### src/rtl/instr_fetch.sv
// Instruction fetch: owns the PC, reads the combinational instruction LUT,
// issues instructions, resolves branches and halts on the done opcode.
// Optional issued-instruction counter enabled by defining ISSUE_COUNT_EN.
module instr_fetch #(
  parameter int PC_W   = 9,
  parameter int INST_W = 20,
  parameter int CNT_W  = 16
) (
  input  logic              Clk,
  input  logic              Reset_n,
  input  logic              start,
  input  logic [PC_W-1:0]   start_addr,
  input  logic              stall,
  input  logic              flag_eq,
  input  logic              flag_lt,
  input  logic              flag_gt,
  output logic [PC_W-1:0]   iptr,
  input  logic [INST_W-1:0] inst,
  output logic [INST_W-1:0] inst_out,
  output logic              inst_valid,
  output logic              done,
  output logic [CNT_W-1:0]  issue_cnt
);

  typedef enum logic [1:0] {
    IDLE = 2'd0,
    RUN  = 2'd1,
    HALT = 2'd2
  } state_t;

  localparam logic [4:0] OP_BE   = 5'b00111;
  localparam logic [4:0] OP_BL   = 5'b01000;
  localparam logic [4:0] OP_BG   = 5'b01001;
  localparam logic [4:0] OP_BA   = 5'b01010;
  localparam logic [4:0] OP_DONE = 5'b01110;

  state_t          state;
  logic [PC_W-1:0] pc;
  logic [4:0]      op;
  logic            is_done;
  logic            taken;
  logic [PC_W-1:0] boff;
  logic [PC_W-1:0] next_pc;
  logic            launch;

  assign op       = inst[19:15];
  assign is_done  = (op == OP_DONE);
  assign iptr     = pc;
  assign inst_out = inst;

  assign inst_valid = (state == RUN) && !stall && !is_done;
  assign launch     = ((state == IDLE) || (state == HALT)) && start;

  // 15-bit offset is sign-extended (or truncated) to the PC width; the add wraps mod 2^PC_W
  assign boff = PC_W'($signed(inst[14:0]));

  always_comb begin
    taken = 1'b0;
    unique case (op)
      OP_BE:   taken = flag_eq;
      OP_BL:   taken = flag_lt;
      OP_BG:   taken = flag_gt;
      OP_BA:   taken = 1'b1;
      default: taken = 1'b0;
    endcase
    next_pc = taken ? (pc + boff) : (pc + PC_W'(1));
  end

  always_ff @(posedge Clk or negedge Reset_n) begin
    if (!Reset_n) begin
      state <= IDLE;
      pc    <= '0;
      done  <= 1'b0;
    end else begin
      case (state)
        IDLE: begin
          done <= 1'b0;
          if (start) begin
            pc    <= start_addr;
            state <= RUN;
          end
        end
        RUN: begin
          if (!stall) begin
            if (is_done) begin
              state <= HALT;
              done  <= 1'b1;
            end else begin
              pc <= next_pc;
            end
          end
        end
        HALT: begin
          if (start) begin
            pc    <= start_addr;
            done  <= 1'b0;
            state <= RUN;
          end
        end
        default: begin
          state <= IDLE;
          done  <= 1'b0;
        end
      endcase
    end
  end

`ifdef ISSUE_COUNT_EN
  logic [CNT_W-1:0] cnt;

  always_ff @(posedge Clk or negedge Reset_n) begin
    if (!Reset_n) begin
      cnt <= '0;
    end else if (launch) begin
      cnt <= '0;
    end else if (inst_valid && (cnt != '1)) begin
      cnt <= cnt + CNT_W'(1);
    end
  end

  assign issue_cnt = cnt;
`else
  logic unused_launch;
  assign unused_launch = launch;
  assign issue_cnt     = '0;
`endif

endmodule

### config.mk
export PLATFORM = sky130hd
export DESIGN_NAME = instr_fetch
export DESIGN_NICKNAME = d
export VERILOG_FILES = /design/src/rtl/instr_fetch.sv
export SDC_FILE = /design/constraint.sdc
export NUM_CORES = 1
export LEC_CHECK = 0
export BUFFER_PORTS_ARGS = -buffer_cell sky130_fd_sc_hd__buf_2
export CAP_MARGIN = 15
export CORE_UTILIZATION = 44
export CTS_BUF_LIST = sky130_fd_sc_hd__clkbuf_8
export DETAILED_ROUTE_END_ITERATION = 7
export GPL_TIMING_DRIVEN = 0
export PLACE_DENSITY = 0.79
export SLEW_MARGIN = 20
export SYNTH_ARGS = -nofsm -noshare
export SYNTH_HDL_FRONTEND = slang
export SYNTH_SLANG_ARGS = --single-unit
### constraint.sdc
create_clock -name Clk -period 2.2 [get_ports Clk]
set_input_delay 0.44 -clock Clk [delete_from_list [all_inputs] [get_ports Clk]]
set_output_delay 0.44 -clock Clk [all_outputs]
set_load 0.02 [all_outputs]
== Yosys cells after proc, flatten, opt, wreduce, memory -nomap -nowiden ==
Cells that the tools add are included.
W data, S select, Z words.

* Register bits: 12
* Bits in latches: 0
* Bits in writable memories: 0
* Bits in read-only memories: 0
* Input port bits: 36
* Output and inout port bits: 47
* Memories: 0

* $add $sub $neg: 2
* $mul: 0
* Divide/modulo/power cells: 0
* Order comparisons: 0
* Equal/unequal tests: 12
* Shifts and indexed selects: 0
* Multiplexer cells: 14
* Bitwise operators: 0
* Reduce and logical (&&, ||, !) cells: 10

{| class="wikitable"
|+ Operators by type and width
! cell !! number
|-
| $mux W9 || 4
|-
| $eq A5 B4 Y1 const B || 4
|-
| $pmux W9 S2 || 1
|-
| $add A9 B1 Y9 const B || 1
|-
| $add A9 B9 Y9 || 1
|-
| $ne A2 B2 Y1 const B || 4
|-
| $mux W2 || 3
|-
| $reduce_and A3 Y1 || 2
|-
| $eq A5 B3 Y1 const B || 1
|-
| $pmux W1 S4 || 1
|-
| $pmux W2 S2 || 1
|-
| $reduce_and A4 Y1 || 1
|-
| $mux W1 || 3
|-
| $eq A2 B1 Y1 const B || 1
|-
| $eq A2 B2 Y1 const B || 1
|-
| $logic_and A1 B1 Y1 || 2
|-
| $logic_not A1 Y1 || 2
|-
| $logic_not A2 Y1 || 1
|-
| $ne A2 B1 Y1 const B || 1
|-
| $pmux W1 S2 || 1
|-
| $reduce_bool A2 Y1 || 1
|-
| $reduce_or A2 Y1 || 1
|}

== Logic depth before layout (Yosys ltp) ==
* Word-level depth: 6
* Depth in mapped cells: 13
* Gate-level depth less buffers: 13

== Least setup slack after synthesis ==
OpenSTA, ideal clock, no wires.

* Kind: in2reg
* From: input inst[18]
* To: register pc[7], in the netlist iptr[7]
* Data arrival time: 2626 ps
* Path slack: -553 ps
* Cell stages on the path: 12
* Cells stage by stage: and3b_1 o21ai_1 a211oi_1 nand2_1 inv_1 ha_1 a211oi_1 o21bai_1 nor4_1 or3_1 a31oi_1 mux2_1

* Longest elaborated chain between the ends: 6
* Elaborated cells on any way between the ends: 12
* Classes of those cells: eq/ne: 6; mux: 5; reduce/logical: 1

{| class="wikitable"
|+ RTL lines
! item !! RTL line !! RTL
|-
| from (decl) || 18 || <nowiki>input logic [INST_W-1:0] inst,</nowiki>
|-
| $eq A5 B4 Y1 or $eq A5 B3 Y1 (tied branches) || 59 || <nowiki>unique case (op)</nowiki>
|-
| $pmux W1 S4 || 59 ||
|-
| $mux W9 || 66 || <nowiki>next_pc = taken ? (pc + boff) : (pc + PC_W'(1));</nowiki>
|-
| $mux W9 || 85 || <nowiki>if (is_done) begin</nowiki>
|-
| $mux W9 || 84 || <nowiki>if (!stall) begin</nowiki>
|-
| $pmux W9 S2 || 75 || <nowiki>case (state)</nowiki>
|-
| to (signal assigned) || 79 || <nowiki>pc <= start_addr;</nowiki>
|-
| to (signal assigned) || 89 || <nowiki>pc <= next_pc;</nowiki>
|-
| to (signal assigned) || 95 || <nowiki>pc <= start_addr;</nowiki>
|-
| to (decl) || 38 || <nowiki>logic [PC_W-1:0] pc;</nowiki>
|}

Several ways; a longest one is shown, not always the timed one. The select of a mux whose other input is x is not followed.
A chain may end at the register's enable or synchronous reset.

== Final worst setup path ==
Same ends and word-level chain as after synthesis.

==> run_results.csv <==
group,metric,value,unit
synthesis,synth_top_cell_area_share,0.2290,
sta,fmax,395.8,MHz
clock_tree,cts_tree,"yes",
clock_tree,path_clk_slew,0.06,ns
sta,rsz0062_at_grt,"yes",
routing,wl_per_cell,12.16,um
sta,hold_violations,0,
sta,whs,0.06803,ns
sta,period_share,1.148,
die,initial_core_util,0.4714,
worst_setup_path,r2r_cells,9,
worst_setup_path,crit_arrival,2.65,ns
synthesis,yosysSeqAreaShare,0.2290,
routing,first_pass_iters,3,
power_and_ir_drop,p_leak,1.117,nW
worst_setup_path,crit_chain,"buf_8 -> and3b_1 -> o21ai_2 -> a211oi_4 -> buf_6 -> and2_1 -> ha_2 -> o21ai_1 -> nand2b_1 -> a21oi_1 -> or3_1 -> a31oi_1 -> mux2_4",
place,place_hpwl,2240,um
cells_and_area,final_cell_mix,"buf_2, buf_4, conb_1, dfrtp_1, inv_1",
cells_and_area,utilization,0.7467,
power_and_ir_drop,pwr_density_cell,896.7,mW/mm2
place,gp_congestion,0.8441,
worst_setup_path,critPathLaunchType,"input pin",
clock_tree,cts-root-buf,"clkbuf_8",
cells_and_area,drive_gt1_frac,0.6049,
hold_path,min_path_type,"in -> async",
synthesis,synth_edf_count,0,
synthesis,synth-async-reset-ratio,1.000,
run_status,status,"finished, violations left",
clock_tree,htreeDepth,1,
worst_setup_path,critPathSlowestCell,"ha_2",
die,design.die.area,0.003202,mm2
die,ios,83,
grt,antenna_found_initial,0,
synthesis,synth_area_per_cell,8.406,um2
worst_setup_path,cpPeakStageDelay,0.31,ns
sta,period_needed,2.526,ns
cells_and_area,fin_nets,289,
worst_setup_path,criticalPathCategory,"in -> reg",
job,maxCapViolCount,0,
worst_setup_path,crit-reg2reg-launch,"iptr[0]",
grt,grt_max_degree,13,
power_and_ir_drop,total_power,1.862,mW
grt,grt_pass1_wl,4892,um
place,pre_cts_ws,-0.8678,ns
sta,drv_slew,0,
sta,setup_slack,-0.3263,ns
grt,overflow,0,
synthesis,synth_flop_cell,"dfrtp_1",
run_status,failed_checks,"setup timing",
sta,slew_headroom,0.6134,
die,die_height,56.59,um
worst_setup_path,path_max_fanout,7,
cells_and_area,final_common_cell,"buf_2",
synthesis,synth_area_leader_cell,"dfrtp_1",
synthesis,ys_warn_count,0,
clock_tree,cts_buffer_depth,2,
sta,setup_viol,5,
worst_setup_path,required,2.33,ns
die,fp-row-count,19,
cells_and_area,n_antenna_cell,0,
synthesis,syn_area,0.001311,mm2
cells_and_area,area_delta_synth_final,58.40,%
routing,wl,3333,um
routing,antenna_left,0,
sta,skew,0.002181,ns
synthesis,synth_cell_types,37,
die,core,0.002781,mm2
die,die_w,56.59,um
grt,grt_pass1_vias,1134,
place,port-buffer-count,60,
sta,fin_tns_setup,-1.130,ns
synthesis,yosys-top-cells-area,"dfrtp_1, buf_4, ha_1",
sta,tightestPinTransition,0.5799,ns
worst_setup_path,end_kind,"flip-flop",
worst_setup_path,rrSetupSlack,0.33,ns
clock_tree,numClockSinks,12,
routing,first_iter_violations,30,
grt,grt_usage,0.1976,
worst_setup_path,r2r-end,"iptr[8]",
routing,viasPerCell,4.774,
clock_tree,cts_buffers,3,
synthesis,synth-seq-cells,12,
clock_tree,insertion_delay,0.24,ns
routing,vias,1308,
synthesis,syn_inst,156,
routing,drc,0,
power_and_ir_drop,vdd_drop_max,0.8445,mV
-- area by class of cell --
class	instances	area [um2]
Timing Repair Buffer	68	402.9
Sequential cell	12	300.3
Multi-Input combinational cell	107	944.7
Buffer	39	284.0
Clock buffer	4	55.05
Inverter	13	51.30
Fill cell	220	704.4
Tap cell	31	38.79
-- what timing repair did --
item | 4_1_cts | 5_1_grt
setup endpoints to repair | 7 | 8
hold buffers | 0 | 0
gates resized for setup | 23 | 22
buffers inserted | 7 | 2
pin swaps | 18 | 21
-- registers in the layout, indices dropped and copies added (netlist names) --
signal and cells:
iptr 9, done 1, state 2
-- worst max path at each step --
| stage | start | end | slack, ns | cells after the start |
|---|---|---|---|---|
| 2_1_floorplan | inst[18] | iptr[7] | -0.31 | 12 |
| 3_3_place_gp | inst[18] | iptr[7] | -0.81 | 13 |
| 3_5_place_dp | inst[18] | iptr[7] | -0.87 | 13 |
| 4_1_cts | inst[18] | iptr[7] | -0.35 | 13 |
| 5_1_grt | inst[18] | iptr[7] | -0.47 | 13 |
| 6_report | inst[18] | iptr[7] | -0.33 | 13 |
-- cells in the mapped netlist (all sizes together) (2+ instances only) --
library cell / instances
a211oi: 3
a21o: 2
a21oi: 11
and2: 7
buf: 39
dfrtp: 12
ha: 8
inv: 13
mux2i: 8
nand2: 7
nand2b: 3
nor2: 8
o211ai: 2
o21ai: 8
xnor2: 7
-- kinds of logic after synthesis --
| kind of cell | Yosys count | share of synthesized area |
|---|---|---|
| buffers and inverters | 52 | 0.2538 |
| AO/OA/AOI/OAI | 36 | 0.1880 |
| AND/OR/NAND/NOR | 30 | 0.1183 |
| flip-flops | 12 | 0.2290 |
| adder cells (fa/ha/maj) | 9 | 0.09161 |
| multiplexers | 9 | 0.06966 |
| XOR/XNOR | 7 | 0.04676 |
| other | 1 | 0.002860 |
-- critical path, delay by kind of cell --
family / cells / cell delay (ns)
AO/OA/AOI/OAI: 5 / 0.78
AND/OR/NAND/NOR: 4 / 0.57
adder cells (fa/ha/maj): 1 / 0.31
multiplexers: 1 / 0.28
buffers and inverters: 2 / 0.27
-- through the flow --
stage	area, um2	instances
floorplan	1409	171
global placement	1748	262
detailed placement	1748	262
CTS	1969	273
global route	2077	274
finish	2077	274
-- layer usage --
| layer | global-route usage | vias to the layer above | wire length, um |
|---|---|---|---|
| li1 | - | 651 | - |
| met1 | 0.2550 | 588 | 1425 |
| met2 | 0.3294 | 65 | 1628 |
| met3 | 0.03687 | 4 | 252 |
| met4 | 0.06620 | 0 | 27 |
| met5 | 0 | - | 0 |
-- report_power, final --
group | total (mW) | switching, mW | internal [mW]
logic | 1.21 | 0.625 | 0.584
clock network | 0.248 | 0.0896 | 0.158
registers | 0.405 | 0.0980 | 0.307
Note: power is estimated with default switching activity, not from simulation.
